[src/rtl/key_sw_device.sv]
// Memory-mapped key/switch device with per-group debounce, Ready/Overrun/IE status and interrupt.
// Latency: loads combinational from ABUS; raw input to update = 2 sync edges + DEBOUNCE_CYCLES+1 edges.
// Backpressure: none; every load/store completes in the cycle it is presented.
//
// Ports:
//   clk      - sole clock, rising edge
//   RESET_N  - asynchronous active-low reset
//   ABUS     - byte address from the MEM stage
//   DIN      - store data
//   WE / RE  - store / load strobes
//   KEY      - raw keys, active-low, asynchronous
//   SW       - raw switches, active-high, asynchronous
//   DOUT     - load data (0 when the address is not ours)
//   SEL      - high when ABUS matches one of the four registers
//   INTR     - (KIE & KReady) | (SIE & SReady)
module key_sw_device #(
    parameter int               DBITS           = 32,
    parameter logic [DBITS-1:0] ADDRKDATA       = 32'hFFFFF080,
    parameter logic [DBITS-1:0] ADDRKCTRL       = 32'hFFFFF084,
    parameter logic [DBITS-1:0] ADDRSDATA       = 32'hFFFFF090,
    parameter logic [DBITS-1:0] ADDRSCTRL       = 32'hFFFFF094,
    parameter int               DEBOUNCE_CYCLES = 500000
) (
    input  logic             clk,
    input  logic             RESET_N,
    input  logic [DBITS-1:0] ABUS,
    input  logic [DBITS-1:0] DIN,
    input  logic             WE,
    input  logic             RE,
    input  logic [3:0]       KEY,
    input  logic [9:0]       SW,
    output logic [DBITS-1:0] DOUT,
    output logic             SEL,
    output logic             INTR
);

    // Group 0 = keys, group 1 = switches. Both groups share a 10-bit datapath;
    // the key group simply never sees anything above bit 3.
    localparam int NG = 2;
    localparam int GW = 10;
    localparam int CW = (DEBOUNCE_CYCLES > 1) ? $clog2(DEBOUNCE_CYCLES) : 1;
    localparam logic [CW-1:0] CNT_MAX = CW'(DEBOUNCE_CYCLES - 1);

    // Control register bit positions
    localparam int B_READY = 0;
    localparam int B_OVR   = 2;
    localparam int B_IE    = 8;

    // ------------------------------------------------------------------
    // Address decode
    // ------------------------------------------------------------------
    logic [NG-1:0] hit_data;
    logic [NG-1:0] hit_ctrl;
    logic [NG-1:0] rd_clr;    // load of a DATA register clears its Ready
    logic [NG-1:0] ctrl_wr;   // store to a CTRL register

    assign hit_data = {ABUS == ADDRSDATA, ABUS == ADDRKDATA};
    assign hit_ctrl = {ABUS == ADDRSCTRL, ABUS == ADDRKCTRL};
    assign rd_clr   = hit_data & {NG{RE}};
    assign ctrl_wr  = hit_ctrl & {NG{WE}};
    assign SEL      = |{hit_data, hit_ctrl};

    // Keys are active-low: invert before synchronizing so the idle level
    // matches the all-zero reset state of the pipeline.
    logic [GW-1:0] raw [NG];
    assign raw[0] = {6'b0, ~KEY};
    assign raw[1] = SW;

    // ------------------------------------------------------------------
    // State
    // ------------------------------------------------------------------
    logic [GW-1:0] sync1_q [NG];
    logic [GW-1:0] sync1_d [NG];
    logic [GW-1:0] sync2_q [NG];
    logic [GW-1:0] sync2_d [NG];
    logic [GW-1:0] cand_q  [NG];
    logic [GW-1:0] cand_d  [NG];
    logic [CW-1:0] cnt_q   [NG];
    logic [CW-1:0] cnt_d   [NG];
    logic [GW-1:0] data_q  [NG];
    logic [GW-1:0] data_d  [NG];
    logic [NG-1:0] ready_q, ready_d;
    logic [NG-1:0] ovr_q,   ovr_d;
    logic [NG-1:0] ie_q,    ie_d;
    logic [NG-1:0] update;

    // ------------------------------------------------------------------
    // Next-state logic
    // ------------------------------------------------------------------
    always_comb begin
        update  = '0;
        ready_d = ready_q;
        ovr_d   = ovr_q;
        ie_d    = ie_q;
        for (int g = 0; g < NG; g++) begin
            sync1_d[g] = raw[g];
            sync2_d[g] = sync1_q[g];
            cand_d[g]  = cand_q[g];
            cnt_d[g]   = cnt_q[g];
            data_d[g]  = data_q[g];

            // Candidate/counter debouncer: any change restarts the count,
            // a stable candidate counts up and parks at CNT_MAX.
            if (sync2_q[g] != cand_q[g]) begin
                cand_d[g] = sync2_q[g];
                cnt_d[g]  = '0;
            end else if (cnt_q[g] != CNT_MAX) begin
                cnt_d[g] = cnt_q[g] + CW'(1);
            end

            // Accept only once the count has saturated, the input still
            // agrees, and the value is actually new.
            update[g] = (cnt_q[g] == CNT_MAX) && (sync2_q[g] == cand_q[g])
                        && (cand_q[g] != data_q[g]);
            if (update[g]) begin
                data_d[g] = cand_q[g];
            end

            // Overrun flags an update that lands on unread data. An update
            // that coincides with a DATA load or CTRL store does not raise it.
            if (update[g] && ready_q[g] && !rd_clr[g] && !ctrl_wr[g]) begin
                ovr_d[g] = 1'b1;
            end else if (ctrl_wr[g] && !DIN[B_OVR]) begin
                ovr_d[g] = 1'b0;
            end

            // Set wins over the clear from a DATA load.
            if (update[g]) begin
                ready_d[g] = 1'b1;
            end else if (rd_clr[g]) begin
                ready_d[g] = 1'b0;
            end

            if (ctrl_wr[g]) begin
                ie_d[g] = DIN[B_IE];
            end
        end
    end

    // ------------------------------------------------------------------
    // Registers
    // ------------------------------------------------------------------
    always_ff @(posedge clk or negedge RESET_N) begin
        if (!RESET_N) begin
            for (int g = 0; g < NG; g++) begin
                sync1_q[g] <= '0;
                sync2_q[g] <= '0;
                cand_q[g]  <= '0;
                cnt_q[g]   <= '0;
                data_q[g]  <= '0;
            end
            ready_q <= '0;
            ovr_q   <= '0;
            ie_q    <= '0;
        end else begin
            for (int g = 0; g < NG; g++) begin
                sync1_q[g] <= sync1_d[g];
                sync2_q[g] <= sync2_d[g];
                cand_q[g]  <= cand_d[g];
                cnt_q[g]   <= cnt_d[g];
                data_q[g]  <= data_d[g];
            end
            ready_q <= ready_d;
            ovr_q   <= ovr_d;
            ie_q    <= ie_d;
        end
    end

    // ------------------------------------------------------------------
    // Load data mux (purely a function of ABUS and register state)
    // ------------------------------------------------------------------
    always_comb begin
        DOUT = '0;
        for (int g = 0; g < NG; g++) begin
            if (hit_data[g]) begin
                DOUT[GW-1:0] = data_q[g];
            end
            if (hit_ctrl[g]) begin
                DOUT[B_READY] = ready_q[g];
                DOUT[B_OVR]   = ovr_q[g];
                DOUT[B_IE]    = ie_q[g];
            end
        end
    end

    assign INTR = |(ie_q & ready_q);

endmodule

[config.mk]
export PLATFORM = sky130hd
export DESIGN_NAME = key_sw_device
export DESIGN_NICKNAME = d
export VERILOG_FILES = /design/src/rtl/key_sw_device.sv
export SDC_FILE = /design/constraint.sdc
export NUM_CORES = 1
export LEC_CHECK = 0
export BUFFER_PORTS_ARGS = -buffer_cell sky130_fd_sc_hd__buf_4
export CELL_PAD_IN_SITES_DETAIL_PLACEMENT = 0
export CELL_PAD_IN_SITES_GLOBAL_PLACEMENT = 1
export CORE_ASPECT_RATIO = 0.75
export CORE_UTILIZATION = 39
export CTS_BUF_LIST = sky130_fd_sc_hd__clkbuf_2 sky130_fd_sc_hd__clkbuf_4 sky130_fd_sc_hd__clkbuf_8
export CTS_CLUSTER_DIAMETER = 30
export CTS_CLUSTER_SIZE = 24
export DETAILED_ROUTE_END_ITERATION = 10
export GPL_TIMING_DRIVEN = 1
export PLACE_DENSITY = 0.79
export REMOVE_ABC_BUFFERS = 1
export SYNTH_ARGS = -nofsm -noshare
export SYNTH_HDL_FRONTEND = slang
export SYNTH_SLANG_ARGS = --single-unit
[constraint.sdc]
create_clock -name clk -period 2.2 [get_ports clk]
set_input_delay 0 -clock clk [delete_from_list [all_inputs] [get_ports clk]]
set_output_delay 0 -clock clk [all_outputs]
set_load 0.02 [all_outputs]
# Yosys cells after proc, flatten, opt, wreduce, memory -nomap -nowiden
# Cells that the tools add are included.
# classes
add_sub_neg,2
n_mul,0
div,0
order_cmp,0
n_eq_ne,14
shift,0
mux,20
n_bitwise,4
n_reduce_logical,25
# op_table
op,n
$eq 32x32->1 const B,4
$mux 19,4
$add 19x1->19 const B,2
$eq 19x19->1 const B,2
$ne 19x19->1 const B,2
$ne 10x10->1,2
$mux 1,14
$logic_and 1x1->1,12
$reduce_bool 2->1,6
$eq 10x10->1,1
$mux 10,1
$ne 4x4->1,2
$and 2x2->2,3
$logic_not 1->1,5
$eq 4x4->1,1
$mux 4,1
$not 4->4,1
$reduce_or 4->1,1
$reduce_or 2->1,1
# word_totals
reg_bits,100
latch_bits,0
mem_bits_rw,0
mem_bits_ro,0
inputBits,82
n_memories,0

# Depth between registers and ports, before layout
# depth
ltp_word,7
depth_mapped,6

# Least setup slack after synthesis
# OpenSTA, ideal clock, no wires.
# synth_path
path_kind,register to register
start,register cnt_q[12] (netlist bit)
end,register data_q[1] (netlist bit)
setup_time_ns,0.125
t_arrival_ns,2.145
path_slack_ns,-0.070
stages_incl_launch_ff,7
path_buffers,1
period_less_slack_ns,2.270
path_cell_list,dfrtp_1 or4_1 or4_4 nor2_8 nand3b_4 buf_6 mux2_4
# synth_via
elab_chain_cells,3
# synth_lines
item,line,source
from (decl),78,logic [CW-1:0] cnt_q [NG];
"from (signal, indexed assignment)",160,cnt_q[g] <= cnt_d[g];
$eq 19x19->1,113,update[g] = (cnt_q[g] == CNT_MAX) && (sync2_q[g] == cand_q[g])
$logic_and 1x1->1,113,
$logic_and 1x1->1,114,&& (cand_q[g] != data_q[g]);
"to (signal, indexed assignment)",161,data_q[g] <= data_d[g];
to (decl),80,logic [GW-1:0] data_q [NG];
# No other way between the ends.
# A chain may end at the register's enable or synchronous reset.

# Final worst setup path
# layout_path
start,register cnt_q[14] (netlist bit)
end,register data_q[7] (netlist bit)
# Same word-level chain as after synthesis.

==> results_tabular.tex <==
\begin{tabular}{lr}
\hline
Metric & Value \\
\hline
\multicolumn{2}{l}{\textbf{GRT}} \\
Largest net degree at the start of global routing & 101 \\
First-pass GRT wire length & 14.5 mm \\
Total global routing overflow & 0 \\
Initial antenna violation count & 0 \\
Number of global-route vias before repair & 2963 \\
Total global-route track usage & 15.1\% \\
\multicolumn{2}{l}{\textbf{Yosys}} \\
Sequential fraction of the synthesis area & 54.2\% \\
Synthesized area & 4620 um\^{}2 \\
Post-synthesis instance total & 407 \\
Fraction of registers with async set or reset after synthesis & 100\% \\
Count of yosys warnings during synthesis & 0 \\
Synth cell types & 47 \\
Flops \& latches, synth & 100 \\
Number of enable flip-flop cells after synthesis & 0 \\
Main synth FF type & sky130\_fd\_sc\_hd\_\_dfrtp\_1 \\
Mean area per synthesized cell & 11.3 um\^{}2 \\
\multicolumn{2}{l}{\textbf{Drt}} \\
Detailed-route DRC error count & 2 \\
Per-cell via count in the routed design & 4.75 \\
Routed length per placed instance & 13.1 um \\
Number of optimization iterations in the first detailed-route pass & 7 \\
Violation count after the first detailed-routing iteration & 160 \\
Vias post-DR & 3154 \\
Final wirelength & 8.71 mm \\
Number of nets with antenna violations after detailed routing & 0 \\
\multicolumn{2}{l}{\textbf{CTS}} \\
CTS max path bufs & 2 \\
Clk slew on worst S/H paths & 0.10 ns \\
Clock Latency Late Sink & 0.36 ns \\
Clock tree from TritonCTS & yes \\
Number of H-tree branching levels & 3 \\
CTS sink count & 100 \\
Clock tree root driver cell & sky130\_fd\_sc\_hd\_\_clkbuf\_8 \\
CTS buffer count & 9 \\
\multicolumn{2}{l}{\textbf{Place}} \\
Pre-CTS setup slack & -0.0622 ns \\
Dpl hpwl & 6.17 mm \\
GPL Wtd Cong & 0.827 \\
Cell area after placement & 5280 um\^{}2 \\
Count of port buffers added during placement & 63 \\
\multicolumn{2}{l}{\textbf{Pwr}} \\
Sequential share of power & 58.9\% \\
Clk pwr share & 34.0\% \\
Switching part of the total power & 25.0\% \\
Power density over the cells & 571 nW/um\^{}2 \\
Max IR drop VDD & 320 uV \\
Net Sw Power & 0.000809 W \\
Lkg Pwr & 2.59 nW \\
Int Pwr & 0.00243 W \\
Gate power share & 7.1\% \\
\multicolumn{2}{l}{\textbf{Layout}} \\
Post-Layout Inst Area & 5670 um\^{}2 \\
Nets@finish & 581 \\
Proportion of layout cells with a drive suffix above 1 & 25.3\% \\
Number of antenna repair diodes & 0 \\
Most common cell after layout, fill and taps aside & sky130\_fd\_sc\_hd\_\_dfrtp\_1 \\
Area Overhead vs Synth & 22.8\% \\
Core utilization of the finished layout & 49.0\% \\
Area used by sequential logic in the layout & 2500 um\^{}2 \\
Multi-input gate area in the final layout & 1920 um\^{}2 \\
\# fillers & 1046 \\
Highest-count cells in the layout ignoring fill and taps & 100 x sky130\_fd\_sc\_hd\_\_dfrtp\_1, 82 x sky130\_fd\_sc\_hd\_\_buf\_4, 45 x sky130\_fd\_sc\_hd\_\_nor2\_1 \\
\multicolumn{2}{l}{\textbf{Setup path}} \\
Worst Path Arrival & 2.48 ns \\
Critical path fanouts, max & 6 \\
Startpoint Class & flip-flop \\
Startpoint-to-endpoint class of the critical path & reg -> reg \\
Endpoint kind of the worst setup timing path & flip-flop \\
Data required time of the critical path & 2.45 ns \\
\multicolumn{2}{l}{\textbf{Floorplanning}} \\
Width of the die & 128 um \\
Effective utilization at floorplan & 39.9\% \\
Overall die height & 96.2 um \\
\# rows & 34 \\
Die ar. & 12300 um\^{}2 \\
Core outline area & 11600 um\^{}2 \\
Count of pins on the block boundary & 116 \\
\multicolumn{2}{l}{\textbf{Timing}} \\
Slew @ Worst Pin & 0.532 ns \\
Final setup margin & -0.0270 ns \\
Final Critical Period & 2.23 ns \\
Final Hold Fails & 0 \\
Part of the cycle the worst path needs & 101\% \\
Achievable clock frequency & 449 MHz \\
Fin Hold WS & 0.0324 ns \\
Worst setup skew after layout & 0.0119 ns \\
Unrepaired setup endpoints after global routing & yes \\
Final count of negative-setup-slack endpoints & 6 \\
Max-slew headroom at the worst pin & 64.2\% \\
Max-slew violation count & 0 \\
\multicolumn{2}{l}{\textbf{Status}} \\
Violated checks & DRC, setup timing \\
Run status & complete, but fails checks \\
\multicolumn{2}{l}{\textbf{Run}} \\
Max-cap viol count & 0 \\
\multicolumn{2}{l}{\textbf{Worst hold path}} \\
Worst min-delay path class & in -> reg \\
\hline
\end{tabular}
## power by group through the flow
stage          registers (W)  logic [W]  clock network [W]
2_1_floorplan        0.00194  0.0000803                  0
3_3_place_gp         0.00194   0.000203                  0
3_5_place_dp         0.00194   0.000207                  0
4_1_cts              0.00191   0.000233            0.00116
5_1_grt              0.00191   0.000256            0.00124
6_report             0.00191   0.000229            0.00110
## metal layers
metal	global-route usage, %	share of wire (%)	vias to the layer above
li1	-	-	1531
met1	21.5	51	1514
met4	5.00	1.1	0
met2	23.2	42	102
met5	0	0	-
met3	3.17	5.3	7
## flip-flops by register name, summed over array words and instances, names as in the netlist
| name | count |
|---|---|
| cand_q | 14 |
| cnt_q | 38 |
| sync1_q | 14 |
| ready_q | 2 |
| ovr_q | 2 |
| data_q | 14 |
| sync2_q | 14 |
| ie_q | 2 |
## kinds of logic (layout without fill, tap and decap cells)
family,after synthesis,after routing,share of synthesized area (%)
other,1,22,0.0812
adders and majority gates,2,2,0.542
muxes,23,23,6.64
DFF,100,100,54.2
buffers and inverters,53,126,6.26
and+or+nand+nor,144,145,17.5
AOI/OAI and AO/OA,23,23,3.14
xor gates and xnor gates,61,61,11.6
## through the flow
step	setup TNS, ns	std cells	power [W]
finish	-0.114	664	0.00324
global route	-0.942	664	0.00341
CTS	-0.252	664	0.00331
detailed placement	-0.509	629	0.00215
global placement	-0.115	629	0.00214
floorplan	-0.483	384	0.00202
## critical path, cell delays in order, from the launching register on
cell,delay (ns)
sky130_fd_sc_hd__dfrtp_1,0.40
sky130_fd_sc_hd__or4b_4,0.53
sky130_fd_sc_hd__or4_4,0.54
sky130_fd_sc_hd__nor2_8,0.15
sky130_fd_sc_hd__nand3b_4,0.17
sky130_fd_sc_hd__mux2_4,0.33
## cell usage after synthesis, types with 2 or more instances
library cell / n / share of area (%)
sky130_fd_sc_hd__dfrtp_1: 100 / 54
sky130_fd_sc_hd__nor2_1: 45 / 3.7
sky130_fd_sc_hd__xor2_1: 40 / 7.6
sky130_fd_sc_hd__buf_4: 22 / 3.6
sky130_fd_sc_hd__xnor2_1: 21 / 4.0
sky130_fd_sc_hd__clkbuf_1: 20 / 1.6
sky130_fd_sc_hd__nand2_1: 18 / 1.5
sky130_fd_sc_hd__nand4_1: 12 / 1.6
sky130_fd_sc_hd__nand3_1: 11 / 1.2
sky130_fd_sc_hd__nor4_1: 11 / 1.5
sky130_fd_sc_hd__inv_1: 9 / 0.73
sky130_fd_sc_hd__mux2_2: 9 / 2.2
sky130_fd_sc_hd__nor3_1: 9 / 0.98
sky130_fd_sc_hd__and3_1: 8 / 1.1
sky130_fd_sc_hd__mux2_4: 8 / 2.6
sky130_fd_sc_hd__o21ai_0: 8 / 0.87
sky130_fd_sc_hd__a21oi_1: 5 / 0.54
sky130_fd_sc_hd__nor3b_1: 5 / 0.81
sky130_fd_sc_hd__mux2i_1: 4 / 0.87
sky130_fd_sc_hd__and4_1: 3 / 0.57
sky130_fd_sc_hd__nor4b_1: 3 / 0.57
sky130_fd_sc_hd__or3_1: 3 / 0.41
sky130_fd_sc_hd__or4b_2: 3 / 0.65
sky130_fd_sc_hd__ha_1: 2 / 0.54
sky130_fd_sc_hd__mux4_2: 2 / 0.98
sky130_fd_sc_hd__nand4b_1: 2 / 0.38
sky130_fd_sc_hd__o2111ai_1: 2 / 0.38
sky130_fd_sc_hd__o211ai_1: 2 / 0.33
sky130_fd_sc_hd__o31ai_1: 2 / 0.33
## area by class of cell
class                   count  area share [%]
clock inverters             7            1.15
inverters                   9           0.596
well taps                 162            3.58
multi-input cells         276            33.9
flip-flops and latches    100            44.2
repair buffers            101            14.4
clock buffers               9            2.19
## path summary, 6_finish.rpt
check	startpoint	endpoint	slack, ns	depth (start not counted)
max reg2reg	cnt_q[14]	data_q[7]	-0.03	5
max	cnt_q[14]	data_q[7]	-0.03	5
min	RE	ready_q[0]	0.03	4
min reg2reg	sync1_q[2]	sync2_q[2]	0.35	0
max in group asynchronous	RESET_N	data_q[6]	1.57	3
min in group asynchronous	RESET_N	cnt_q[14]	0.19	3
## what timing repair did
| item | CTS | global route |
|---|---|---|
| endpoints found under the setup margin | 13 | 16 |
| endpoints found under the hold margin | 118 | 0 |
| pin swaps | 0 | 1 |
| resized for setup | 1 | 1 |
| buffers inserted | 0 | 0 |
| hold buffers | 18 | 0 |
| cloned | 1 | 0 |
Power figures use the tool's default switching activity.
